`src/rtl/alu_exec_pkg.sv`:
```
// Shared op-code and state encodings for the execute/write-back sequencer.
// Used by alu_exec_seq (optional multiplier selected with ALU_EXEC_MUL_EN).
package alu_exec_pkg;

  localparam int DATA_W = 32;
  localparam int ADDR_W = 3;

  localparam logic [2:0] OP_ADD = 3'b000;
  localparam logic [2:0] OP_SUB = 3'b001;
  localparam logic [2:0] OP_AND = 3'b010;
  localparam logic [2:0] OP_OR  = 3'b011;
  localparam logic [2:0] OP_XOR = 3'b100;
  localparam logic [2:0] OP_SLT = 3'b101;
  localparam logic [2:0] OP_SRL = 3'b110;
  localparam logic [2:0] OP_MUL = 3'b111;

  typedef enum logic [1:0] {
    S_IDLE = 2'd0,
    S_READ = 2'd1,
    S_EXEC = 2'd2,
    S_WB   = 2'd3
  } state_t;

endpackage

```
`src/rtl/mul_shift_add_32.sv`:
```
// Radix-2 shift-add multiplier: low 32 bits of an unsigned 32x32 product.
// The go edge performs the first of 32 iterations; busy falls after the last.
module mul_shift_add_32 (
  input  logic        clk,
  input  logic        cr,
  input  logic        go,
  input  logic [31:0] a,
  input  logic [31:0] b,
  output logic        busy,
  output logic [31:0] p
);

  logic [4:0]  r_cnt;
  logic [31:0] r_acc;
  logic [31:0] r_a;
  logic [31:0] r_b;
  logic        r_busy;

  always_ff @(posedge clk) begin
    if (cr) begin
      r_cnt  <= '0;
      r_acc  <= '0;
      r_a    <= '0;
      r_b    <= '0;
      r_busy <= 1'b0;
    end else if (go) begin
      r_acc  <= b[0] ? a : '0;
      r_a    <= a << 1;
      r_b    <= b >> 1;
      r_cnt  <= 5'd1;
      r_busy <= 1'b1;
    end else if (r_busy) begin
      if (r_b[0]) r_acc <= r_acc + r_a;
      r_a   <= r_a << 1;
      r_b   <= r_b >> 1;
      r_cnt <= r_cnt + 5'd1;
      if (r_cnt == 5'd31) r_busy <= 1'b0;
    end
  end

  assign busy = r_busy;
  assign p    = r_acc;

endmodule

```
`src/rtl/alu_exec_seq.sv`:
```
// Execute/write-back sequencer between the 8x32 register file read and write ports.
// Define ALU_EXEC_MUL_EN to build the 32-cycle multiplier for op 111.
module alu_exec_seq
  import alu_exec_pkg::*;
(
  input  logic              clk,
  input  logic              cr,
  input  logic              start,
  input  logic [2:0]        op,
  input  logic [ADDR_W-1:0] ra,
  input  logic [ADDR_W-1:0] rb,
  input  logic [ADDR_W-1:0] rw,
  input  logic [DATA_W-1:0] QA,
  input  logic [DATA_W-1:0] QB,
  output logic [ADDR_W-1:0] Addr_A,
  output logic [ADDR_W-1:0] Addr_B,
  output logic [ADDR_W-1:0] Addr_W,
  output logic [DATA_W-1:0] Di,
  output logic              WE,
  output logic              busy,
  output logic              done,
  output logic              illegal,
  output logic              zero
);

  state_t              r_state;
  logic [2:0]          r_op;
  logic [DATA_W-1:0]   r_op_a, r_op_b, r_di;
  logic [ADDR_W-1:0]   r_addr_a, r_addr_b, r_addr_w;
  logic                r_we, r_done, r_busy, r_illegal, r_zero;
  logic [DATA_W-1:0]   w_alu, w_result;
  logic                w_exec_done, w_illegal;

  // NOTE: every output of always_comb gets a default first so no latch is inferred.
  always_comb begin
    w_alu = '0;
    case (r_op)
      OP_ADD:  w_alu = r_op_a + r_op_b;
      OP_SUB:  w_alu = r_op_a - r_op_b;
      OP_AND:  w_alu = r_op_a & r_op_b;
      OP_OR:   w_alu = r_op_a | r_op_b;
      OP_XOR:  w_alu = r_op_a ^ r_op_b;
      OP_SLT:  w_alu = {31'd0, $signed(r_op_a) < $signed(r_op_b)};
      OP_SRL:  w_alu = r_op_a >> r_op_b[4:0];
      default: w_alu = '0;
    endcase
  end

`ifdef ALU_EXEC_MUL_EN
  logic              w_mul_busy;
  logic [DATA_W-1:0] w_mul_p;

  // Operands go straight from QA/QB so the first iteration overlaps operand capture.
  mul_shift_add_32 u_mul (
    .clk  (clk),
    .cr   (cr),
    .go   ((r_state == S_READ) && (r_op == OP_MUL)),
    .a    (QA),
    .b    (QB),
    .busy (w_mul_busy),
    .p    (w_mul_p)
  );

  assign w_exec_done = (r_op != OP_MUL) || !w_mul_busy;
  assign w_illegal   = 1'b0;
  assign w_result    = (r_op == OP_MUL) ? w_mul_p : w_alu;
`else
  assign w_exec_done = 1'b1;
  assign w_illegal   = (r_op == OP_MUL);
  assign w_result    = w_alu;
`endif

  // NOTE: operand registers are pure datapath and are always loaded before use, so no reset.
  always_ff @(posedge clk) begin
    if (r_state == S_READ) begin
      r_op_a <= QA;
      r_op_b <= QB;
    end
  end

  // NOTE: sequential state uses non-blocking assignments only, so every flop sees pre-edge values.
  always_ff @(posedge clk) begin
    if (cr) begin
      r_state   <= S_IDLE;
      r_op      <= OP_ADD;
      r_addr_a  <= '0;
      r_addr_b  <= '0;
      r_addr_w  <= '0;
      r_di      <= '0;
      r_we      <= 1'b0;
      r_done    <= 1'b0;
      r_busy    <= 1'b0;
      r_illegal <= 1'b0;
      r_zero    <= 1'b0;
    end else begin
      r_we   <= 1'b0;
      r_done <= 1'b0;
      case (r_state)
        S_IDLE: if (start) begin
          r_op      <= op;
          r_addr_a  <= ra;
          r_addr_b  <= rb;
          r_addr_w  <= rw;
          r_busy    <= 1'b1;
          r_illegal <= 1'b0;
          r_state   <= S_READ;
        end
        S_READ: r_state <= S_EXEC;
        S_EXEC: if (w_exec_done) begin
          r_di      <= w_result;
          r_zero    <= (w_result == '0);
          r_illegal <= w_illegal;
          r_we      <= !w_illegal;
          r_done    <= 1'b1;
          r_state   <= S_WB;
        end
        S_WB: begin
          r_busy  <= 1'b0;
          r_state <= S_IDLE;
        end
        default: r_state <= S_IDLE;
      endcase
    end
  end

  // Reset asserted during WB must suppress the commit at that very edge.
  assign WE      = r_we & ~cr;
  assign done    = r_done & ~cr;
  assign busy    = r_busy;
  assign illegal = r_illegal;
  assign zero    = r_zero;
  assign Di      = r_di;
  assign Addr_A  = r_addr_a;
  assign Addr_B  = r_addr_b;
  assign Addr_W  = r_addr_w;

endmodule

```
`config.mk`:
```
export PLATFORM = sky130hd
export DESIGN_NAME = alu_exec_seq
export DESIGN_NICKNAME = d
export VERILOG_FILES = /design/src/rtl/alu_exec_pkg.sv /design/src/rtl/mul_shift_add_32.sv /design/src/rtl/alu_exec_seq.sv
export SDC_FILE = /design/constraint.sdc
export NUM_CORES = 1
export LEC_CHECK = 0
export ABC_CLOCK_PERIOD_IN_PS = 9740
export BUFFER_PORTS_ARGS = -buffer_cell sky130_fd_sc_hd__buf_4
export CORE_MARGIN = 10
export CORE_UTILIZATION = 45
export CTS_CLUSTER_DIAMETER = 200
export CTS_CLUSTER_SIZE = 24
export DETAILED_ROUTE_END_ITERATION = 8
export PLACE_DENSITY_LB_ADDON = 0.08
export SETUP_SLACK_MARGIN = 0.3
export SLEW_MARGIN = 20
export SYNTH_ARGS = -nofsm -noshare
export SYNTH_HDL_FRONTEND = slang
export SYNTH_HIERARCHICAL = 1
export SYNTH_SLANG_ARGS = --single-unit
```
`constraint.sdc`:
```
create_clock -name clk -period 9.74 [get_ports clk]
set_input_delay 0.974 -clock clk [delete_from_list [all_inputs] [get_ports clk]]
set_output_delay 0.974 -clock clk [all_outputs]
set_load 0.01 [all_outputs]
```
# Word-level counts from Yosys, hierarchy flattened
# Cells that the tools add are included.
[word_totals]
in_bits = 79
output_inout_bits = 46
word_cells = 53
reg_bits = 115
[op_classes]
n_lt_le_gt_ge = 1
n_eq_ne = 11
addsub = 2
bitwise_logic = 7
reduce_logical = 10
shift = 1
n_mux = 8
[op_table]
columns = ["op", "count"]
rows = [
  ["case mux 32 bit (7 select lines)", 1],
  ["adder 32 bit", 1],
  ["bitwise AND 32 bit", 1],
  ["zero test 32 bit", 1],
  ["< comparator 32 bit", 1],
  ["bitwise OR 32 bit", 1],
  [">> shifter 32 x 5 -> 32 bit", 1],
  ["subtractor 32 bit", 1],
  ["bitwise XOR 32 bit", 1],
  ["equality test 3 bit, second input constant", 4],
  ["case mux 2 bit (4 select lines)", 1],
  ["equality test 3 x 2 -> 1 bit, second input constant", 2],
  ["AND reduction 2 bit", 3],
  ["equality test 2 bit, second input constant", 2],
  ["case mux 1 bit (2 select lines)", 2],
  ["nonzero test 2 bit", 2],
  ["equality test 3 x 1 -> 1 bit, second input constant", 1],
  ["zero test 3 bit", 1],
  ["two-way mux 1 bit", 3],
  ["bitwise AND 1 bit", 2],
  ["equality test 2 x 1 -> 1 bit, second input constant", 1],
  ["zero test 2 bit", 1],
  ["two-way mux 2 bit", 1],
  ["!= test 2 bit, second input constant", 1],
  ["3 further kinds", 4],
]

# Longest topological paths before layout
# Gate-level depths: netlist of the first run.
[depth]
depth_word = 3
ltp_mapped = 17

# Least setup slack after synthesis of the first run
# Ideal clock, no wire load.
[synth_timing]
path_type = "register to register"
start = "register r_op_b[1]"
end = "register r_zero, in the netlist zero"
path_buffers = 3
path_stages_with_launch = 17
setup_time_ns = 0.060
period_less_slack_ns = 4.130
t_required_ns = 9.680
path_slack_ns = 5.610
arrival_ns = 4.070
path_cell_list = "edfxtp_1 > buf_2 > inv_2 > buf_1 > buf_2 > ha_1 > o21ba_2 > nor4_1 > nor4_1 > a31oi_1 > o211ai_1 > a2111oi_0 > or4b_1 > nor3_1 > nand4b_1 > nor4_2 > a32o_1"
[synth_between]
elab_chain_len = 3
word_cells_on_any_way = 9
classes_between = "add/sub (2); order compare (1); shift (1); mux (1); bitwise (3); reduce/logical (1)"
[synth_lines]
columns = ["element", "line", "text"]
rows = [
  ["start: declaration", "alu_exec_seq.sv:28", "logic [DATA_W-1:0] r_op_a, r_op_b, r_di;"],
  ["start signal: assignment", "alu_exec_seq.sv:77", "r_op_b <= QB;"],
  ["subtractor 32 bit (tied with other cells)", "alu_exec_seq.sv:39", "OP_SUB: w_alu = r_op_a - r_op_b;"],
  ["case mux 32 bit (7 select lines) (*)", "alu_exec_seq.sv:37", "case (r_op)"],
  ["zero test 32 bit (*)", "alu_exec_seq.sv:111", "r_zero <= (w_result == '0);"],
  ["end signal: assignment", "alu_exec_seq.sv:111", ""],
  ["end: declaration", "alu_exec_seq.sv:30", "logic r_we, r_done, r_busy, r_illegal, r_zero;"],
]
# Mark *: on every way between the ends. The rest lies on a longest branch, timed or not.
# A chain may end at the register's enable or synchronous reset.

# Worst setup path after layout of the first run
[layout_timing]
start = "register r_op_b[2]"
end = "register r_zero, in the netlist zero"
# The elaborated chain is that of the path after synthesis.

==> impl_metrics.py, run 1 <==
metrics = {
    "cells_and_area": {
        "fillCellCount": 2408,
        "instances_no_fill": 1778,
        "n_antenna_cell": 0,
        "multi_input_area_um2": 7730,
        "nNetsFinal": 1620,
        "final_cell_mix": "nor2_1 (147), buf_4 (142), nand2_1 (112), ha_1 (102), a21oi_1 (98)",
        "synthToLayoutAreaGrowth_pct": 14.9,
        "final_common_cell": "nor2_1",
        "final_layout_size_suffix_gt1_share_pct": 16.4,
        "seq_area_um2": 2940,
    },
    "worst_setup_path": {
        "crit-reg2reg-launch": "r_op_b[2]$_DFFE_PN_",
        "r2r-end": "zero$_SDFFE_PP0P_",
        "arrival_ps": 5380,
        "reg2regPathDepth": 14,
        "cp.required_ps": 10110,
        "reg2reg_slack_ps": 4740,
        "crit_fanout": 44,
        "path_class": "reg -> reg",
        "cp-start-kind": "flop",
        "setup.worst_path.end_class": "flop",
    },
    "drt": {
        "routedWlPerCell_um": 25.4,
        "drtIter0Drc": 1680,
        "wl_mm": 45.1,
        "drc": 0,
        "drtPass1Iterations": 6,
        "viasPerCell": 6.49,
        "vias": 11531,
        "postRouteAntennaNets": 0,
    },
    "logic_synthesis": {
        "ys_seq_area_share_pct": 25.8,
        "ys_async_sr_fraction_pct": 0,
        "synth_cell_types": 95,
        "synth_top_cell_area_share_pct": 16.8,
        "synth_nets": 1552,
        "yosys_warnings": 6,
        "synth.cell_area_um2": 11400,
        "syn_avg_cell_area_um2": 8.35,
        "yosys_most_used_dff": "edfxtp_1",
        "yosysTopAreaCell": "edfxtp_1",
        "synth_area_leaders": "edfxtp_1 (17%), ha_1 (11%), dfxtp_1 (8.9%), mux2i_1 (5.0%), nor2_1 (4.8%)",
        "synth_edf_count": 64,
        "syn_inst": 1367,
        "synth.ff_latch_count": 115,
    },
    "clock_network": {
        "root_buffer": "clkbuf_16",
        "post_cts_resized": 0,
        "post_cts_buffers": 0,
        "clk_latency_ps": 430,
        "tritoncts": "yes",
        "cts_buffer_depth": 2,
        "clkTransAtPathRegs_ps": 70,
        "cts_hold_buf": 0,
        "numCtsBuffers": 17,
        "cts.sink_count": 115,
        "htreeDepth": 4,
    },
    "sta": {
        "relSlewSlack_pct": 29.1,
        "max_freq_ghz": 0.200,
        "worst_pin_slew_ps": 1040,
        "min_period_ps": 5000,
        "fin_crit_sh_pct": 51.4,
        "fin_skew_ps": 12.6,
        "fin_ws_ps": 4740,
        "tns_ps": 0,
        "finalHoldViolations": 0,
        "maxSlewViolCount": 0,
        "rsz0062_at_grt": "false",
        "setup_viol": 0,
    },
    "global_route": {
        "grt_max_degree": 65,
        "grt_pass1_vias": 10710,
        "grt_antenna_before_repair": 2,
        "overflow": 0,
        "grt.total_usage_pct": 27.5,
        "grt_pass1_wl_mm": 67.3,
    },
    "job": {
        "drv_cap": 0,
    },
    "die": {
        "fp.coreArea_um2": 25000,
        "start_util_pct": 45.6,
        "fp.dieH_um": 179,
        "die_w_um": 179,
        "die_area_um2": 32100,
        "num_io_pins": 125,
        "rows": 58,
    },
    "place": {
        "port_buffers": 124,
        "gp_congestion": 1.02,
        "dp_hpwl_mm": 34.3,
        "dp.cells": 1746,
        "dp_slack_ps": 4840,
    },
    "min_path": {
        "worst_hold_path.endpoint": "Addr_A[0]$_SDFFE_PP0P_",
        "hp-start": "Addr_A[0]$_SDFFE_PP0P_",
        "whs_path_depth": 2,
        "min_path_type": "reg -> reg",
    },
    "pwr": {
        "peakVddDrop_mv": 0.145,
        "power.density_nw_per_um2": 341,
        "p_leak_nw": 5.47,
        "total_power_mw": 4.47,
    },
    "status": {
        "outcome": "completed",
    },
}
## cell usage after synthesis (22+ instances only)
cell and instances:
nor2_1 147, nand2_1 112, ha_1 104, a21oi_1 98
inv_1 89, edfxtp_1 64, clkbuf_1 59, mux2i_1 57
o21ai_0 53, dfxtp_1 51, a211oi_1 41, nor3_1 41
mux4_2 22
## power breakdown
part	leakage (nW)	internal, mW	switching [mW]
Clock	0.302	0.380	0.292
Sequential	1.01	0.693	0.173
Combinational	4.16	1.06	1.87
## critical path, cell delays in order, from the launching register on
cell and delay [ps]:
edfxtp_1 320, buf_4 450, inv_2 320, ha_1 560
o21bai_1 150, a2111oi_1 900, or2_1 220, a211oi_1 70
o32ai_1 350, nand4_1 200, or4b_1 550, nor3_1 310
nand4b_1 200, nor4_2 160, a32o_1 180
## metal layers
layer	vias to the layer above	GRT usage [%]	part of all wire, %
met3	84	5.71	10
met4	2	8.40	2.8
met1	5588	40.1	46
met5	-	0	0.029
li1	5244	-	-
met2	613	39.7	41
## cell type report
cell class              instances  share of cell area (%)
flip-flops and latches        115                    22.4
repair buffers                142                    8.13
clock buffers                  18                    3.43
clock inverters                14                    1.17
multi-input cells            1063                    58.9
inverters                      96                    2.75
well taps                     330                    3.15
## sequential cells by signal, indices dropped and copies added (netlist names), 2 cells and up
| name | count |
|---|---|
| Addr_W | 3 |
| r_op_a | 32 |
| Addr_B | 3 |
| r_op_b | 32 |
| r_op | 3 |
| r_state | 2 |
| Di | 32 |
| Addr_A | 3 |
## logic make-up after synthesis
logic type / synth area share, %
buf+inv: 6.76
compound gates: 25.6
fa+ha+maj: 11.8
mux: 10.5
xor+xnor: 1.30
simple gates: 18.3
flops: 25.8
## how the worst max path moves through the flow
stage,from,end,slack (ps),cells after the start
floorplan,r_op_b[1]$_DFFE_PN_,zero$_SDFFE_PP0P_,5610,16
global placement,r_op_b[2]$_DFFE_PN_,zero$_SDFFE_PP0P_,4900,14
detailed placement,r_op_b[2]$_DFFE_PN_,zero$_SDFFE_PP0P_,4840,14
CTS,r_op_b[2]$_DFFE_PN_,zero$_SDFFE_PP0P_,4800,14
global route,r_op_b[1]$_DFFE_PN_,zero$_SDFFE_PP0P_,4320,14
finish,r_op_b[2]$_DFFE_PN_,zero$_SDFFE_PP0P_,4740,14
## per-stage QoR
stage | instance area [µm²] | hold slack [ps] | utilization (%)
after floorplan | 11400 | 481 | -
after global placement | 12500 | 443 | 50.0
after detailed placement | 12500 | 450 | 50.0
after CTS | 13100 | 460 | 52.4
after global routing | 13100 | 487 | 52.4
final | 13100 | 459 | 52.4
(Power assumes the default switching activity.)
==> run 2, diff against run 1 <==
--- a/config.mk
+++ b/config.mk
@@ -5,7 +5,8 @@
 export SDC_FILE = /design/constraint.sdc
 export NUM_CORES = 1
 export LEC_CHECK = 0
-export ABC_CLOCK_PERIOD_IN_PS = 9740
+export ABC_AREA = 1
+export ABC_CLOCK_PERIOD_IN_PS = 4310
 export BUFFER_PORTS_ARGS = -buffer_cell sky130_fd_sc_hd__buf_4
 export CORE_MARGIN = 10
 export CORE_UTILIZATION = 45
==> constraint.sdc (replaced) <==
create_clock -name clk -period 4.31 [get_ports clk]
set_input_delay 0.431 -clock clk [delete_from_list [all_inputs] [get_ports clk]]
set_output_delay 0.431 -clock clk [all_outputs]
set_load 0.01 [all_outputs]
==> run 2 against run 1 <==
  * Die area increased by 5.5%
  * Setup slack worse by 3700 ps
  * Final cell count is 37% higher
  * Critical endpoint unchanged
  * Worst hold slack got worse by 300 ps
  * Largest power group unchanged
  * Combinational power up 3%
  * Sequential share of layout area decreased by 1.1 points
  * First-iteration DRC count is 2.3% lower
==> impl_metrics.py, run 2 <==
metrics = {
    "clock_network": {
        "post_cts_buffers": 0,
        "root_buffer": "clkbuf_16",
        "clk_latency_ps": 440,
        "htreeDepth": 4,
        "tritoncts": "yes",
        "post_cts_resized": 0,
        "cts.sink_count": 115,
        "cts_hold_buf": 0,
        "numCtsBuffers": 17,
        "cts_buffer_depth": 2,
        "clkTransAtPathRegs_ps": 80,
    },
    "sta": {
        "min_period_ps": 3300,
        "relSlewSlack_pct": 35.1,
        "max_freq_ghz": 0.303,
        "fin_crit_sh_pct": 76.5,
        "setup_viol": 0,
        "fin_skew_ps": 17.7,
        "rsz0062_at_grt": "false",
        "finalHoldViolations": 0,
        "maxSlewViolCount": 0,
        "tns_ps": 0,
        "worst_pin_slew_ps": 972,
    },
    "drt": {
        "drtPass1Iterations": 6,
        "viasPerCell": 5.58,
        "routedWlPerCell_um": 20.0,
        "drc": 0,
        "postRouteAntennaNets": 0,
        "vias": 13610,
        "wl_mm": 48.7,
        "drtIter0Drc": 1641,
    },
    "logic_synthesis": {
        "synth_nets": 2188,
        "synth_cell_types": 39,
        "yosysMostFrequentCell": "nand2_1",
        "synth_top_cell_area_share_pct": 16.6,
        "synth.top_cells.by_count": "nand2_1 (537), nand3_1 (310), inv_1 (302), nor2_1 (238), ha_1 (104)",
        "synth_area_leaders": "nand2_1 (17%), edfxtp_1 (16%), nand3_1 (13%), ha_1 (11%), inv_1 (9.4%)",
        "synth_edf_count": 64,
        "yosysTopAreaCell": "nand2_1",
        "ys_seq_area_share_pct": 24.3,
        "yosys_warnings": 6,
        "yosys_most_used_dff": "edfxtp_1",
        "syn_avg_cell_area_um2": 6.05,
        "synth.cell_area_um2": 12100,
        "ys_async_sr_fraction_pct": 0,
        "synth.ff_latch_count": 115,
        "syn_inst": 2003,
    },
    "cells_and_area": {
        "fin_area_um2": 13800,
        "fillCellCount": 2836,
        "seq_area_um2": 2940,
        "instances_no_fill": 2438,
        "final_cell_mix": "nand2_1 (537), nand3_1 (310), inv_1 (302), nor2_1 (237), buf_4 (138)",
        "final_layout_size_suffix_gt1_share_pct": 10.3,
        "final_common_cell": "nand2_1",
        "synthToLayoutAreaGrowth_pct": 13.6,
        "multi_input_area_um2": 7600,
        "final_util_pct": 51.5,
        "nNetsFinal": 2268,
    },
    "worst_setup_path": {
        "slowest_delay_ps": 580,
        "cp-start-kind": "flop",
        "critPathSlowestCell": "edfxtp_1",
        "setup.worst_path.end_class": "flop",
        "crit_buf_inv": 0,
        "crit_fanout": 13,
        "worst_path_dominant_cell_family": "simple AND/OR/NAND/NOR gates",
        "cp.required_ps": 4690,
        "path_class": "reg -> reg",
        "critPathMostFrequentCell": "nand2_1",
        "arrival_ps": 3670,
        "crit_chain": "ha_1, fa_1, nand2_1, nand2_1, and2_1, nand2_1, nand2_1, a21oi_1, nand2_1, nand2_1, nor2_1, nor2_1, nand2_1, nor2_1, nand2_1, nor2_1, nand2_1, a21oi_2",
    },
    "die": {
        "die_area_um2": 33900,
        "die_w_um": 184,
        "num_io_pins": 125,
        "fp.dieH_um": 184,
        "rows": 60,
        "fp.coreArea_um2": 26700,
        "start_util_pct": 45.4,
    },
    "status": {
        "outcome": "completed",
    },
    "place": {
        "dp.cells": 2405,
        "dpl-instance-area_um2": 13200,
        "dp_hpwl_mm": 39.2,
        "gp_congestion": 1.01,
        "port_buffers": 124,
    },
    "global_route": {
        "grt_pass1_wl_mm": 74.2,
        "grt.total_usage_pct": 28.6,
        "overflow": 0,
        "grt_max_degree": 65,
        "grt_antenna_before_repair": 1,
        "grt_pass1_vias": 12759,
    },
    "pwr": {
        "power.density_nw_per_um2": 434,
        "peakVddDrop_mv": 0.255,
        "total_power_mw": 5.98,
        "p_leak_nw": 7.20,
    },
    "job": {
        "drv_cap": 0,
    },
    "min_path": {
        "min_path_type": "in -> reg",
    },
}
-- run 2: routing by layer --
| layer | up-vias | wire, µm | track usage, % | part of all wire (%) |
|---|---|---|---|---|
| li1 | 6598 | - | - | - |
| met2 | 628 | 21000 | 43.7 | 43 |
| met3 | 62 | 4680 | 5.28 | 9.6 |
| met4 | 0 | 946 | 7.08 | 1.9 |
| met1 | 6322 | 22200 | 40.4 | 45 |
| met5 | - | 0 | 0 | 0 |
-- run 2: final cells by class --
cell class              count  area share (%)
clock buffers              18            3.27
multi-input cells        1493            55.2
inverters                 318            8.67
well taps                 341            3.10
diodes                      1          0.0182
clock inverters            14           0.845
repair buffers            138            7.52
flip-flops and latches    115            21.4
-- run 2: power breakdown --
part	internal (mW)	switching [mW]	leakage (nW)
Combinational	0.918	2.10	5.91
Clock	0.787	0.674	0.281
Sequential	1.35	0.150	1.01
-- run 2: path summary, 6_finish.rpt --
check / start / end / slack (ps) / depth (start not counted)
worst max-delay path: r_op_b[0]$_DFFE_PN_ / zero$_SDFFE_PP0P_ / 1010 / 18
worst min register to register: Di[25]$_SDFFE_PP0P_ / Di[25]$_SDFFE_PP0P_ / 480 / 2
worst max register to register: r_op_b[0]$_DFFE_PN_ / zero$_SDFFE_PP0P_ / 1010 / 18
worst min-delay path: QB[28] / r_op_b[28]$_DFFE_PN_ / 160 / 1
-- run 2: through the flow --
step	setup slack, ps	hold slack (ps)
5_1_grt	765	155
2_1_floorplan	1570	477
6_report	1010	156
3_3_place_gp	1070	454
4_1_cts	1090	155
3_5_place_dp	1110	467
-- run 2: kinds of logic after synthesis --
| kind of cell | Yosys count | share of synthesized area [%] |
|---|---|---|
| adders and majority gates | 106 | 11.1 |
| AOI/OAI and AO/OA | 221 | 10.2 |
| and+or+nand+nor | 1166 | 41.4 |
| buffers and inverters | 395 | 13.1 |
| DFF | 115 | 24.3 |
